===== config.mk =====
export PLATFORM = sky130hd
export DESIGN_NAME = bus_grant_encoder
export DESIGN_NICKNAME = d
export VERILOG_FILES = /design/src/rtl/bus_grant_encoder.sv
export SDC_FILE = /design/constraint.sdc
export NUM_CORES = 1
export LEC_CHECK = 0
export ABC_CLOCK_PERIOD_IN_PS = 2700
export BUFFER_PORTS_ARGS = -buffer_cell sky130_fd_sc_hd__buf_2
export CAP_MARGIN = 0
export CORE_MARGIN = 1.5
export CORE_UTILIZATION = 45
export CTS_BUF_LIST = sky130_fd_sc_hd__clkbuf_16
export CTS_CLUSTER_DIAMETER = 150
export CTS_CLUSTER_SIZE = 28
export DETAILED_ROUTE_END_ITERATION = 8
export GPL_ROUTABILITY_DRIVEN = 0
export GPL_TIMING_DRIVEN = 0
export MAX_ROUTING_LAYER = met4
export PLACE_DENSITY = 0.66
export REMOVE_ABC_BUFFERS = 1
export SLEW_MARGIN = 20
export SYNTH_ARGS = -nofsm -noshare
export SYNTH_HDL_FRONTEND = slang
export SYNTH_SLANG_ARGS = --single-unit

===== constraint.sdc =====
create_clock -name clock -period 2.7 [get_ports clock]
set_clock_uncertainty 0.15 [all_clocks]
set_input_delay 0.405 -clock clock [delete_from_list [all_inputs] [get_ports clock]]
set_output_delay 0.405 -clock clock [all_outputs]
set_load 0.02 [all_outputs]

===== src/rtl/bus_grant_encoder.sv =====
// bus_grant_encoder: registered request-to-index encoder with arbitration,
// lock-hold and stall. Fixed priority (lowest index wins) by default; define
// BUS_GRANT_RR_EN to build a round-robin pointer instead.
//
// state | meaning
// IDLE  | no grant active, valid=0
// GRANT | grant active on grant_idx, valid=1
module bus_grant_encoder #(
  parameter int N = 32,
  localparam int W = (N > 1) ? $clog2(N) : 1
) (
  input  logic         clock,
  input  logic         clear_n,
  input  logic         en,
  input  logic [N-1:0] req,
  input  logic         lock,
  output logic [W-1:0] grant_idx,
  output logic [N-1:0] grant_onehot,
  output logic         valid,
  output logic         multi
);

  typedef enum logic {IDLE = 1'b0, GRANT = 1'b1} state_t;

  state_t       state, state_nxt;
  logic [W-1:0] idx_nxt;
  logic [N-1:0] oh_nxt;
  logic         multi_nxt;
  logic [W-1:0] win_idx;
  logic         win_found;
  logic         hold;

`ifdef BUS_GRANT_RR_EN
  logic [W-1:0] ptr, ptr_nxt;
`endif

  assign valid = (state == GRANT);
  assign hold  = (state == GRANT) && lock && req[grant_idx];

  // Winner search: first set request starting from the priority origin.
  always_comb begin
    int j;
    win_found = 1'b0;
    win_idx   = '0;
    j         = 0;
    for (int i = 0; i < N; i++) begin
`ifdef BUS_GRANT_RR_EN
      j = int'(ptr) + i;
      if (j >= N) j = j - N;
`else
      j = i;
`endif
      if (!win_found && req[j]) begin
        win_found = 1'b1;
        win_idx   = W'(j);
      end
    end
  end

  // Next-state and next-output logic; stall keeps everything as is.
  always_comb begin
    state_nxt = state;
    idx_nxt   = grant_idx;
    oh_nxt    = grant_onehot;
    multi_nxt = multi;
`ifdef BUS_GRANT_RR_EN
    ptr_nxt   = ptr;
`endif
    if (en) begin
      if (hold) begin
        multi_nxt = 1'b0;
      end else if (win_found) begin
        state_nxt = GRANT;
        idx_nxt   = win_idx;
        oh_nxt    = N'(1) << win_idx;
        multi_nxt = ($countones(req) > 1);
`ifdef BUS_GRANT_RR_EN
        ptr_nxt   = (win_idx == W'(N - 1)) ? '0 : win_idx + 1'b1;
`endif
      end else begin
        state_nxt = IDLE;
        idx_nxt   = '0;
        oh_nxt    = '0;
        multi_nxt = 1'b0;
      end
    end
  end

  // State and output registers, cleared asynchronously.
  always_ff @(posedge clock or negedge clear_n) begin
    if (!clear_n) begin
      state        <= IDLE;
      grant_idx    <= '0;
      grant_onehot <= '0;
      multi        <= 1'b0;
    end else begin
      state        <= state_nxt;
      grant_idx    <= idx_nxt;
      grant_onehot <= oh_nxt;
      multi        <= multi_nxt;
    end
  end

`ifdef BUS_GRANT_RR_EN
  // Round-robin origin register.
  always_ff @(posedge clock or negedge clear_n) begin
    if (!clear_n) ptr <= '0;
    else          ptr <= ptr_nxt;
  end
`endif

endmodule


== Word level (Yosys, flattened, before mapping) ==
Index checks and enable logic that the tools add are counted.
Widths: inputs -> output; s select.

* Register bits after elaboration: 39
* Logic and storage cells: 174

* Reduce and logical (&&, ||, !) cells: 65
* Shifts and indexed selects: 1
* Muxes and demuxes: 70
* $add $sub $neg: 31
* Order comparisons: 2
* Bitwise operators: 1

{| class="wikitable"
|+ Operators with widths
! cell !! count
|-
| $mux 5 || 29
|-
| $mux 1 || 37
|-
| $logic_and 1x1->1 || 33
|-
| $add 1x1->2 || 16
|-
| $mux 32 || 1
|-
| $shl 1x5->32 const A || 1
|-
| $logic_not 1->1 || 31
|-
| $add 2x2->3 || 8
|-
| $add 3x3->4 || 4
|-
| $add 4x4->5 || 2
|-
| $add 5x5->6 || 1
|-
| $gt 6x1->1 const B || 1
|-
| $lt 5x6->1 const B || 1
|-
| $bmux 1 s5 || 1
|-
| $mux 2 || 2
|-
| $reduce_and 2->1 || 1
|-
| $not 1->1 || 1
|}

== Longest topological paths before layout ==
* Depth in word-level cells: 96
* Depth in mapped cells: 16

== Worst setup path before layout ==
OpenSTA, ideal clock, no wires.

* Path type: input to register
* Start: input req[17]
* End: register multi
* Arrival: 4.763 ns
* Cell stages on the path: 15
* Path buffers: 0
* Data required time: 2.422 ns
* Setup slack: -2.341 ns
* Cells stage by stage: fa_1 > inv_1 > fa_1 > inv_1 > fa_1 > inv_1 > fa_1 > fa_1 > fa_1 > inv_1 > ha_1 > fa_1 > or4_1 > nor3_1 > o32ai_1

* Cells in the longest elaborated chain, start to end: 46

{| class="wikitable"
|+ RTL lines
! item !! line !! source
|-
| start: declaration || 15 || <nowiki>input logic [N-1:0] req,</nowiki>
|-
| $logic_and 1x1->1 || 53 || <nowiki>if (!win_found && req[j]) begin</nowiki>
|-
| $mux 1 || 53 ||
|-
| $logic_not 1->1 || 53 ||
|-
| $logic_and 1x1->1 || 53 ||
|-
| $mux 1 || 53 ||
|-
| $logic_not 1->1 || 53 ||
|-
| $logic_and 1x1->1 || 53 ||
|-
| $mux 1 || 53 ||
|-
| [... 30 more ...] || n/a ||
|-
| $logic_not 1->1 || 53 ||
|-
| $logic_and 1x1->1 || 53 ||
|-
| $mux 1 || 53 ||
|-
| $logic_not 1->1 || 53 ||
|-
| $logic_and 1x1->1 || 53 ||
|-
| $mux 1 || 53 ||
|-
| $mux 1 || 72 || <nowiki>end else if (win_found) begin</nowiki>
|-
| $mux 1 * || 70 || <nowiki>if (hold) begin</nowiki>
|-
| end signal: assignment || 100 || <nowiki>multi <= multi_nxt;</nowiki>
|-
| end: declaration || 20 || <nowiki>output logic multi</nowiki>
|}

Mark *: on every way between the ends. The rest lies on a longest branch, timed or not. The select of a mux whose other input is x is not followed.
A chain may end at the register's enable or synchronous reset.

== Worst setup path in the final report ==
Same ends and word-level chain as after synthesis.

==> run summary <==
Status = finished with violations
Violated checks = negative setup slack
Crit-path most repeated cell = fa_1
Die Y = 86.7 µm
I/O Pins = 75
Post-synth cell types = 59
Fin crit period = 5030 ps
P_sw = 990 µW
Multi-input gate area = 2170 µm²
Num rows = 30
Yosys warnings = 0
Yosys top cell area share = 31.0%
Mapped cell area = 3150 µm²
Gr usage total = 23.8%
Final worst slack = -2330 ps
Post-Syn Area per Cell = 9.67 µm²
Reg power frac = 23.7%
Ant. Diodes = 0
Grt total ovfl = 0
Final setup vio count = 1
Largest stage delay, worst path = 540 ps
Number of I/O port buffers = 74
CP Launch Type = input port
Leak = 1.92 nW
EDFF count, synth = 0
Residual DRC = 0
Mean routed wirelength per cell = 16.4 µm
Vias in the first global route = 2677
Tcrit/Tclk final = 186%
Dpl hpwl = 6420 µm
CP required = 2700 ps
Worst Tran Pin Value = 853 ps
Worst path arrival time = 5030 ps
Synthesis-to-finish area growth = 32.8%
Most frequently used flop master after synthesis = dfrtp_1
Top Family by Delay on Critical Path = adder cells
CP Buf/Inv Count = 5
Drt initial violations = 247
CP max stage cell = fa_1
Num CTS Buffers = 5
HP Class = in2async
Cells after synthesis = 326
Register bit total from synthesis = 39
Post-synthesis sequential area ratio = 31.0%
Area leader, netlist = dfrtp_1
MaxCap Viol Count = 0
Final Core Density = 61.6%
P per Cell Area = 641 nW/µm²
Levels on crit path = 16
Clock sink count = 39
H-tree depth = 2
Clock root buffer = clkbuf_16
Post-CTS Hold Fix Bufs = 0
Switching Fraction = 36.9%
Total Wirelength = 8560 µm
CTS Buffer Depth = 2
Clock group share of total power = 24.4%
Critical Path End Type = flip-flop
Antenna violations before repair = 0
1st-pass router iterations = 5
Fraction of layout cells with a size suffix above 1 = 37.6%
Clock Latency Late Sink = 280 ps
Maximum vdd drop = 932 µV
Top cells by area, synth = dfrtp_1 31%, fa_1 15%, nand2_1 5.6%
Pin count of the biggest net entering global routing = 40
ANT nets after route = 0
Logic pwr share = 51.9%
CP Class = in2reg
Core outline area = 6790 µm²
RSZ-0062 raised after global routing = yes
Area of all sequential standard cells = 980 µm²
Total Power = 2.68 mW
Die area = 7520 µm²
Die width = 86.7 µm
Max Slew Vio Count = 0
Hold Slack = 88.8 ps
Commonest non-fill, non-tap cell in the layout = buf_2
Worst-path clk slew = 60 ps
Fill cells = 592
Final setup TNS = -2330 ps
Ys async rst share = 100%
Crit Path Max Fanout = 6
Slew headroom = 43.2%
Vias = 2953
Final hold vios = 0
Int Power = 1.69 mW
Initial Util = 46.4%
Pre-CTS setup slack = -2900 ps
R2R depth = 7
Nets@finish = 493
Cell Chain, Critical Path = buf_6, fa_1, inv_1, fa_1, inv_1, fa_1, inv_1, fa_1, fa_1, fa_1, inv_1, ha_2, fa_1, or4_4, nor3_4, o32ai_1
Global-route wire length before repair = 13500 µm
CTS tree = done
DR vias/cell = 5.67
Max Clock Freq = 0.199 GHz
Most frequent cells in the layout = 72 x buf_2, 46 x nand2_1, 36 x dfrtp_1
-- power groups by stage --
stage	clock network, mW	logic (mW)	registers (mW)
2_1_floorplan	0	0.813	0.671
3_3_place_gp	0	1.13	0.647
3_5_place_dp	0	1.18	0.648
4_1_cts	0.665	1.27	0.635
5_1_grt	0.689	1.59	0.639
6_report	0.655	1.39	0.635
-- per-stage QoR --
stage          area (µm²)  std cells
6_report             4190        521
3_5_place_dp         3630        489
4_1_cts              3950        508
3_3_place_gp         3590        487
2_1_floorplan        3100        317
5_1_grt              4190        521
-- cell type report --
| type | instances | share of cell area (%) |
|---|---|---|
| Clock buffer | 5 | 2.99 |
| Clock inverter | 3 | 1.05 |
| Inverter | 35 | 3.14 |
| Multi-Input combinational cell | 243 | 51.9 |
| Sequential cell | 39 | 23.4 |
| Tap cell | 96 | 2.87 |
| Timing Repair Buffer | 100 | 14.7 |
-- cells by family after synthesis --
kind of cell	Yosys count	share of synthesized area [%]
DFF	39	31.0
and+or+nand+nor	116	20.0
muxes	13	7.50
AOI/OAI and AO/OA	81	16.9
buffers and inverters	44	5.83
adders and majority gates	33	18.8
-- per-layer routing --
layer	vias up	wire, µm	part of all wire [%]	track usage, %
li1	1363	-	-	-
met1	1440	3670	43	31.9
met2	134	4290	50	38.9
met3	16	472	5.5	2.29
met4	0	121	1.4	6.60
met5	-	0	0	-
-- repair_timing --
| item | 4_1_cts | 5_1_grt |
|---|---|---|
| setup buffers | 10 | 13 |
| gates cloned | 1 | 0 |
| endpoints found under the setup margin | 36 | 32 |
| resized for setup | 19 | 27 |
| pin swaps | 13 | 11 |
-- worst paths after layout --
check / start / to / slack (ps)
min reg2reg: grant_onehot[29] / grant_onehot[29] / 320
max in group asynchronous: clear_n / grant_idx[0] / 1720
max: req[17] / multi / -2330
min in group clock: en / multi / 210
min: clear_n / grant_onehot[3] / 90
max reg2reg: grant_idx[1] / grant_onehot[19] / 70
-- synthesized netlist by cell type, drive strengths merged (7+ instances only) --
library cell / number
a21oi: 7
nand2: 47
o31ai: 7
nor3: 7
nor2: 16
inv: 35
nor4: 7
ha: 9
dfrtp: 39
mux4: 8
o21ai: 35
nand3: 7
fa: 24
-- state kept, by name, summed over array words and instances (netlist names) --
register,cells
multi,1
grant_onehot,32
valid,1
grant_idx,5
-- worst register-to-register path: stages (launching register included) --
cell and delay, ps:
dfrtp_2 510, mux4_2 560, o22ai_1 150, a211o_1 170, o311ai_4 140, buf_4 170, or4b_4 550, o21ai_0 150
Note: power is estimated with default switching activity, not from simulation.
